## config.mk

```make
export PLATFORM = sky130hd
export DESIGN_NAME = rx_bit_timer_flat
export DESIGN_NICKNAME = d
export VERILOG_FILES = /design/src/rtl/usb_rx_pkg.sv /design/src/rtl/rx_bit_timer_if.sv /design/src/rtl/rx_phase_counter.sv /design/src/rtl/rx_bit_timer.sv /design/src/flat_wrapper.sv
export SDC_FILE = /design/constraint.sdc
export NUM_CORES = 1
export LEC_CHECK = 0
export ABC_AREA = 1
export CORE_MARGIN = 10
export CORE_UTILIZATION = 35
export DETAILED_ROUTE_END_ITERATION = 10
export PLACE_DENSITY = 0.61
export SLEW_MARGIN = 10
export SYNTH_ARGS = -nofsm -noshare
export SYNTH_HDL_FRONTEND = slang
export SYNTH_SLANG_ARGS = --single-unit
```

## constraint.sdc

```tcl
create_clock -name clk -period 1.4 [get_ports clk]
set_input_delay 0.21 -clock clk [delete_from_list [all_inputs] [get_ports clk]]
set_output_delay 0.21 -clock clk [all_outputs]
set_load 0.05 [all_outputs]
```

## src/rtl/usb_rx_pkg.sv

```systemverilog
// Shared definitions for the USB receive bit-timing path.
// Latency: n/a (types and constants only).
// Backpressure: n/a.
package usb_rx_pkg;

  // Default bit timing: 8 clocks per bit, sample taken at phase 3.
  localparam int CLKS_PER_BIT = 8;
  localparam int SAMPLE_PHASE = 3;

  // After this many consecutive ones the transmitter inserts a stuffed zero.
  localparam int STUFF_LIMIT  = 6;

  typedef enum logic [1:0] {
    IDLE      = 2'd0,
    WAIT_EDGE = 2'd1,
    ACTIVE    = 2'd2
  } state_t;

endpackage

```

## src/rtl/rx_bit_timer_if.sv

```systemverilog
// Bundle of line-side inputs and shift-register control outputs of the bit timer.
// Latency: n/a (wiring only).
// Backpressure: none; all signals are single-cycle pulses or levels.
//   d_edge/rcving/d_orig : driven by edge detector, RX FSM and NRZI decoder
//   shift_enable/byte_received/stuff_err : driven by the bit timer
interface rx_bit_timer_if;

  logic d_edge;
  logic rcving;
  logic d_orig;
  logic shift_enable;
  logic byte_received;
  logic stuff_err;

  // Upstream side (edge detector / RX FSM / decoder / shift register).
  modport master (
    output d_edge,
    output rcving,
    output d_orig,
    input  shift_enable,
    input  byte_received,
    input  stuff_err
  );

  // Bit timer side.
  modport slave (
    input  d_edge,
    input  rcving,
    input  d_orig,
    output shift_enable,
    output byte_received,
    output stuff_err
  );

endinterface

```

## src/rtl/rx_phase_counter.sv

```systemverilog
// 3-bit bit-phase counter with synchronous clear, load-to-1 and mod-N wrap.
// Latency: count updates one clock after clr/load_one/run.
// Backpressure: none.
//   clr      : force count to 0 (highest priority)
//   load_one : resynchronise, count becomes 1
//   run      : advance mod MODULUS; when neither load_one nor run, count returns to 0
module rx_phase_counter #(
  parameter int MODULUS = 8
) (
  input  logic       clk,
  input  logic       n_rst,
  input  logic       clr,
  input  logic       load_one,
  input  logic       run,
  output logic [2:0] cnt
);

  localparam logic [2:0] LAST = 3'(MODULUS - 1);

  logic [2:0] cnt_d;

  always_comb begin
    cnt_d = 3'd0;
    if (clr) begin
      cnt_d = 3'd0;
    end else if (load_one) begin
      // The edge cycle itself counts as phase 0, so the next cycle is phase 1.
      cnt_d = 3'd1;
    end else if (run) begin
      cnt_d = (cnt == LAST) ? 3'd0 : cnt + 3'd1;
    end
  end

  always_ff @(posedge clk or negedge n_rst) begin
    if (!n_rst) begin
      cnt <= 3'd0;
    end else begin
      cnt <= cnt_d;
    end
  end

endmodule

```

## src/rtl/rx_bit_timer.sv

```systemverilog
// USB RX bit timer: recovers bit timing from line edges, drops stuffed bits, frames bytes.
// Latency: shift_enable/stuff_err combinational in the sample cycle; byte_received one clock later.
// Backpressure: none; the downstream shift register must accept every shift_enable pulse.
//   clk, n_rst : clock and async active-low reset
//   bus.slave  : d_edge/rcving/d_orig in, shift_enable/byte_received/stuff_err out
module rx_bit_timer #(
  parameter int CLKS_PER_BIT = usb_rx_pkg::CLKS_PER_BIT,
  parameter int SAMPLE_PHASE = usb_rx_pkg::SAMPLE_PHASE
) (
  input  logic          clk,
  input  logic          n_rst,
  rx_bit_timer_if.slave bus
);

  import usb_rx_pkg::state_t;
  import usb_rx_pkg::IDLE;
  import usb_rx_pkg::WAIT_EDGE;
  import usb_rx_pkg::ACTIVE;
  import usb_rx_pkg::STUFF_LIMIT;

  localparam logic [2:0] SAMPLE_CNT = 3'(SAMPLE_PHASE);
  localparam logic [2:0] STUFF_CNT  = 3'(STUFF_LIMIT);

  state_t     state_q;
  state_t     state_d;
  logic [2:0] clk_cnt;
  logic [2:0] bit_cnt_q;
  logic [2:0] ones_cnt_q;
  logic       byte_rcvd_q;

  logic       sample;
  logic       stuffed;
  logic       shift_en;
  logic       resync;

  // ---------------- FSM ----------------
  always_ff @(posedge clk or negedge n_rst) begin
    if (!n_rst) begin
      state_q <= IDLE;
    end else begin
      state_q <= state_d;
    end
  end

  always_comb begin
    state_d = state_q;
    if (!bus.rcving) begin
      state_d = IDLE;
    end else begin
      unique case (state_q)
        IDLE:      state_d = WAIT_EDGE;
        WAIT_EDGE: if (bus.d_edge) state_d = ACTIVE;
        ACTIVE:    state_d = ACTIVE;
        default:   state_d = IDLE;
      endcase
    end
  end

  // ---------------- bit phase ----------------
  // Edges only matter once the receiver is armed; in IDLE they are ignored.
  assign resync = bus.d_edge && ((state_q == WAIT_EDGE) || (state_q == ACTIVE));

  rx_phase_counter #(
    .MODULUS (CLKS_PER_BIT)
  ) u_phase (
    .clk      (clk),
    .n_rst    (n_rst),
    .clr      (!bus.rcving),
    .load_one (resync),
    .run      (state_q == ACTIVE),
    .cnt      (clk_cnt)
  );

  // ---------------- sampling / destuffing ----------------
  // An edge in the sample cycle only reloads the phase; the sample itself still happens.
  assign sample   = (state_q == ACTIVE) && bus.rcving && (clk_cnt == SAMPLE_CNT);
  assign stuffed  = sample && (ones_cnt_q == STUFF_CNT);
  assign shift_en = sample && !stuffed;

  always_ff @(posedge clk or negedge n_rst) begin
    if (!n_rst) begin
      bit_cnt_q  <= 3'd0;
      ones_cnt_q <= 3'd0;
    end else if (!bus.rcving) begin
      // Dropping rcving discards any partial byte.
      bit_cnt_q  <= 3'd0;
      ones_cnt_q <= 3'd0;
    end else begin
      if (shift_en) begin
        bit_cnt_q <= bit_cnt_q + 3'd1;
      end
      if (sample) begin
        ones_cnt_q <= (stuffed || !bus.d_orig) ? 3'd0 : ones_cnt_q + 3'd1;
      end
    end
  end

  // Registered so the pulse survives rcving falling in the following cycle.
  always_ff @(posedge clk or negedge n_rst) begin
    if (!n_rst) begin
      byte_rcvd_q <= 1'b0;
    end else begin
      byte_rcvd_q <= shift_en && (bit_cnt_q == 3'd7);
    end
  end

  assign bus.shift_enable  = shift_en;
  assign bus.byte_received = byte_rcvd_q;
  assign bus.stuff_err     = stuffed && bus.d_orig;

endmodule

```

## src/flat_wrapper.sv

```systemverilog
// flat-port wrapper written by rule: the top's interface ports become plain ports
module rx_bit_timer_flat import usb_rx_pkg::state_t; import usb_rx_pkg::IDLE; import usb_rx_pkg::WAIT_EDGE; import usb_rx_pkg::ACTIVE; import usb_rx_pkg::STUFF_LIMIT;
#(
  parameter int CLKS_PER_BIT = usb_rx_pkg::CLKS_PER_BIT,
  parameter int SAMPLE_PHASE = usb_rx_pkg::SAMPLE_PHASE
)
  (clk, n_rst, bus_d_edge, bus_rcving, bus_d_orig, bus_shift_enable, bus_byte_received, bus_stuff_err);
  rx_bit_timer_if bus_i ();
  input  logic clk;
  input  logic n_rst;
  input wire logic [$bits(bus_i.d_edge)-1:0] bus_d_edge;
  input wire logic [$bits(bus_i.rcving)-1:0] bus_rcving;
  input wire logic [$bits(bus_i.d_orig)-1:0] bus_d_orig;
  output wire logic [$bits(bus_i.shift_enable)-1:0] bus_shift_enable;
  output wire logic [$bits(bus_i.byte_received)-1:0] bus_byte_received;
  output wire logic [$bits(bus_i.stuff_err)-1:0] bus_stuff_err;
  assign bus_i.d_edge = bus_d_edge;
  assign bus_i.rcving = bus_rcving;
  assign bus_i.d_orig = bus_d_orig;
  assign bus_shift_enable = bus_i.shift_enable;
  assign bus_byte_received = bus_i.byte_received;
  assign bus_stuff_err = bus_i.stuff_err;
  rx_bit_timer #(.CLKS_PER_BIT(CLKS_PER_BIT), .SAMPLE_PHASE(SAMPLE_PHASE)) u_core (.clk(clk), .n_rst(n_rst), .bus(bus_i));
endmodule
```

==> results of run 1 <==
==> how the worst min path moves through the flow <==
| stage | startpoint | to | cells past startpoint |
|---|---|---|---|
| 2_1_floorplan | n_rst | u_core.bit_cnt_q[0] | 0 |
| 3_3_place_gp | u_core.bit_cnt_q[1] | u_core.bit_cnt_q[1] | 2 |
| 3_5_place_dp | u_core.bit_cnt_q[1] | u_core.bit_cnt_q[1] | 2 |
| 4_1_cts | n_rst | u_core.bit_cnt_q[2] | 2 |
| 5_1_grt | n_rst | u_core.bit_cnt_q[2] | 2 |
| 6_report | n_rst | u_core.bit_cnt_q[2] | 2 |
==> cell type report <==
| class | instances | area, um^2 | share of cell area, % |
|---|---|---|---|
| Sequential cell | 12 | 300.3 | 29.78 |
| Inverter | 11 | 43.79 | 4.342 |
| Clock buffer | 4 | 36.28 | 3.598 |
| Multi-Input combinational cell | 53 | 426.7 | 42.31 |
| Timing Repair Buffer | 16 | 167.7 | 16.63 |
| Tap cell | 27 | 33.78 | 3.350 |
==> flip-flops by register name (all words and copies together) (netlist names) <==
| register | count |
|---|---|
| u_core.bit_cnt_q | 3 |
| u_core.bus.byte_received | 1 |
| u_core.ones_cnt_q | 3 |
| u_core.state_q | 2 |
| u_core.u_phase.cnt | 3 |
==> cells by family after synthesis <==
kind of cell	share of synthesized area (%)
flops	42.18
simple gates	30.76
buf+inv	7.381
fa+ha+maj	17.57
compound gates	2.108
==> worst max-delay path: cells and delay by family, from the launching register on <==
kind / cells / cell delay [ps]
flops: 1 / 390
buf+inv: 1 / 140
simple gates: 2 / 220
fa+ha+maj: 2 / 310
==> what timing repair did <==
action	4_1_cts	5_1_grt
setup buffers	3	0
endpoints found under the setup margin	7	2
resized for setup	14	0
pin swaps	5	0
endpoints found under the hold margin	0	0
==> cells in the mapped netlist, drive strengths merged <==
cell type	count
a21oi	1
buf	1
dfrtp	12
ha	10
inv	11
nand2	19
nand3	10
nand3b	1
nor2	9
nor3b	1
o21ai	2
==> where the power goes <==
part	total [mW]	internal, mW	leakage (nW)	switching (mW)
sequential	0.412	0.382	0.165	0.0307
clock	0.284	0.158	0.0210	0.125
combinational	0.233	0.108	0.312	0.125
total	0.929	0.648	0.498	0.281
==> routing by layer <==
layer / vias to the layer above / global-route usage [%]
li1: 283 / -
met1: 253 / 7.647
met2: 7 / 10.71
met3: 2 / 2.203
met4: 0 / 4.813
met5: - / 0
==> per-stage QoR <==
stage | hold slack [ps] | area, um^2 | util [%] | setup TNS [ps] | power [mW]
final | 224.7 | 1008 | 51.93 | -324.0 | 0.9287
after floorplan | -85.59 | 719.4 | - | 0 | 0.5501
after global routing | 242.5 | 1008 | 51.93 | -482.3 | 0.9989
after global placement | 496.1 | 887.1 | 45.68 | -4.274 | 0.6130
after detailed placement | 501.5 | 887.1 | 45.68 | -20.35 | 0.6207
after CTS | 225.5 | 1008 | 51.93 | -352.9 | 0.9470
==> results.cfg, run 1 <==
[drt]
vias = 545
drt_iter0_drc = 9
met1_length_um = 599
dr.pass1.iters = 4
wl_mm = 1.288
wl_met2_um = 612
wl_per_cell_um = 10.47
vias_per_cell = 4.431
drc_errors = 0
ant_nets = 0
wl_met3_um = 62
top_layer = met4

[run]
max_cap_violations = 0

[floorplan]
ios = 8
dieArea_um2 = 4238
fp.coreArea_um2 = 1942
start_util_pct = 36.66
std_cell_rows = 16
die_h_um = 65.10
die_x_um = 65.10

[placement]
dp_hpwl_um = 972.7
portBuffers = 7
place_congestion = 0.7551
placedCellCount = 116
place_ws_ps = -8.745

[timing]
relSlewSlack_pct = 88.00
hold_viol = 0
drv_slew = 0
worst_pin_slew_ps = 180.0
finClkSkew_ps = 3.943
period_share_pct = 111.7
worst_slack_ps = -164.4
max_freq_mhz = 639.2
layout_min_cycle_time_ps = 1564
rsz0062_at_grt = true
setup_violations = 2

[cts]
cts_made_buffers = 3
cts_hold_buf = 0
clkSinkCount = 12
htree_num_levels = 1
root_buffer = clkbuf_4
clock_latency_ps = 270
cts_tree = built
cts.clk_slew.worst_paths_ps = 80
clock_path_buffers = 2

[run_status]
violations = setup timing
status = complete, but fails checks

[worst_setup_path]
cp.arrival_ps = 1350
r2r-start = u_core.u_phase.cnt[0]
worstSetupEndpointType = primary output
crit_path_start_kind = flip-flop
setup.worst_path.end = bus_stuff_err
crit_path_top_delay_cell = dfrtp_1
worst_path_most_repeated_cell = ha_4
path_class = flip-flop to primary output
cp_max_fo = 2
reg2reg_to = u_core.ones_cnt_q[0]
rrSetupSlack_ps = 120
cp_cell_sequence = ha_4, ha_4, nand3_4, nor2_4, buf_12
r2r_cells = 7
critPathRequiredTime_ps = 1190
max_stage_delay_ps = 390
startpoint = u_core.u_phase.cnt[0]

[power_and_ir_drop]
leakagePower_nw = 0.4977
ir_drop_mv = 0.6441
power_density_nw_per_um2 = 920.9

[layout]
layout_commonest_cell = nand2_1
nNetsFinal = 112
area_growth_pct = 41.65
antenna_cells = 0
stdcell_count = 123
drive_gt1_share_pct = 34.38
layout_common_cells = nand2_1 (15), dfrtp_1 (12), buf_4 (9), inv_1 (8), nand3_1 (8)
fill_cells = 192

[synthesis]
yosysTopAreaCell = dfrtp_1
synth_nets = 92
yosys.area.top_type_share_pct = 42.18
synth_cell_types = 18
yosysWarnings = 0
synth.area.top_cells = dfrtp_1 (42%), ha_1 (18%), nand2_1 (9.0%)
synth_cells = 77
synth_seq_cells = 12
seq_area_frac_synth_pct = 42.18
synth_area_um2 = 711.9
synth.avg_cell_area_um2 = 9.246

[global_routing]
antenna_found_initial = 0
grt_max_degree = 13
grt_pass1_wl_mm = 2.277
grt_util_all_layers_pct = 6.815
grt_pass1_vias = 546
grt-ovfl-total = 0

[worst_hold_path]
hp-class = input port to asynchronous set/reset pin
Power figures use the tool's default switching activity.
==> run 2, diff against run 1 <==
--- a/config.mk
+++ b/config.mk
@@ -14,3 +14,4 @@
 export SYNTH_ARGS = -nofsm -noshare
 export SYNTH_HDL_FRONTEND = slang
 export SYNTH_SLANG_ARGS = --single-unit
+export TNS_END_PERCENT = 20
==> results of run 2 <==
Final layout, timing and power as in run 1 (identical DEF).
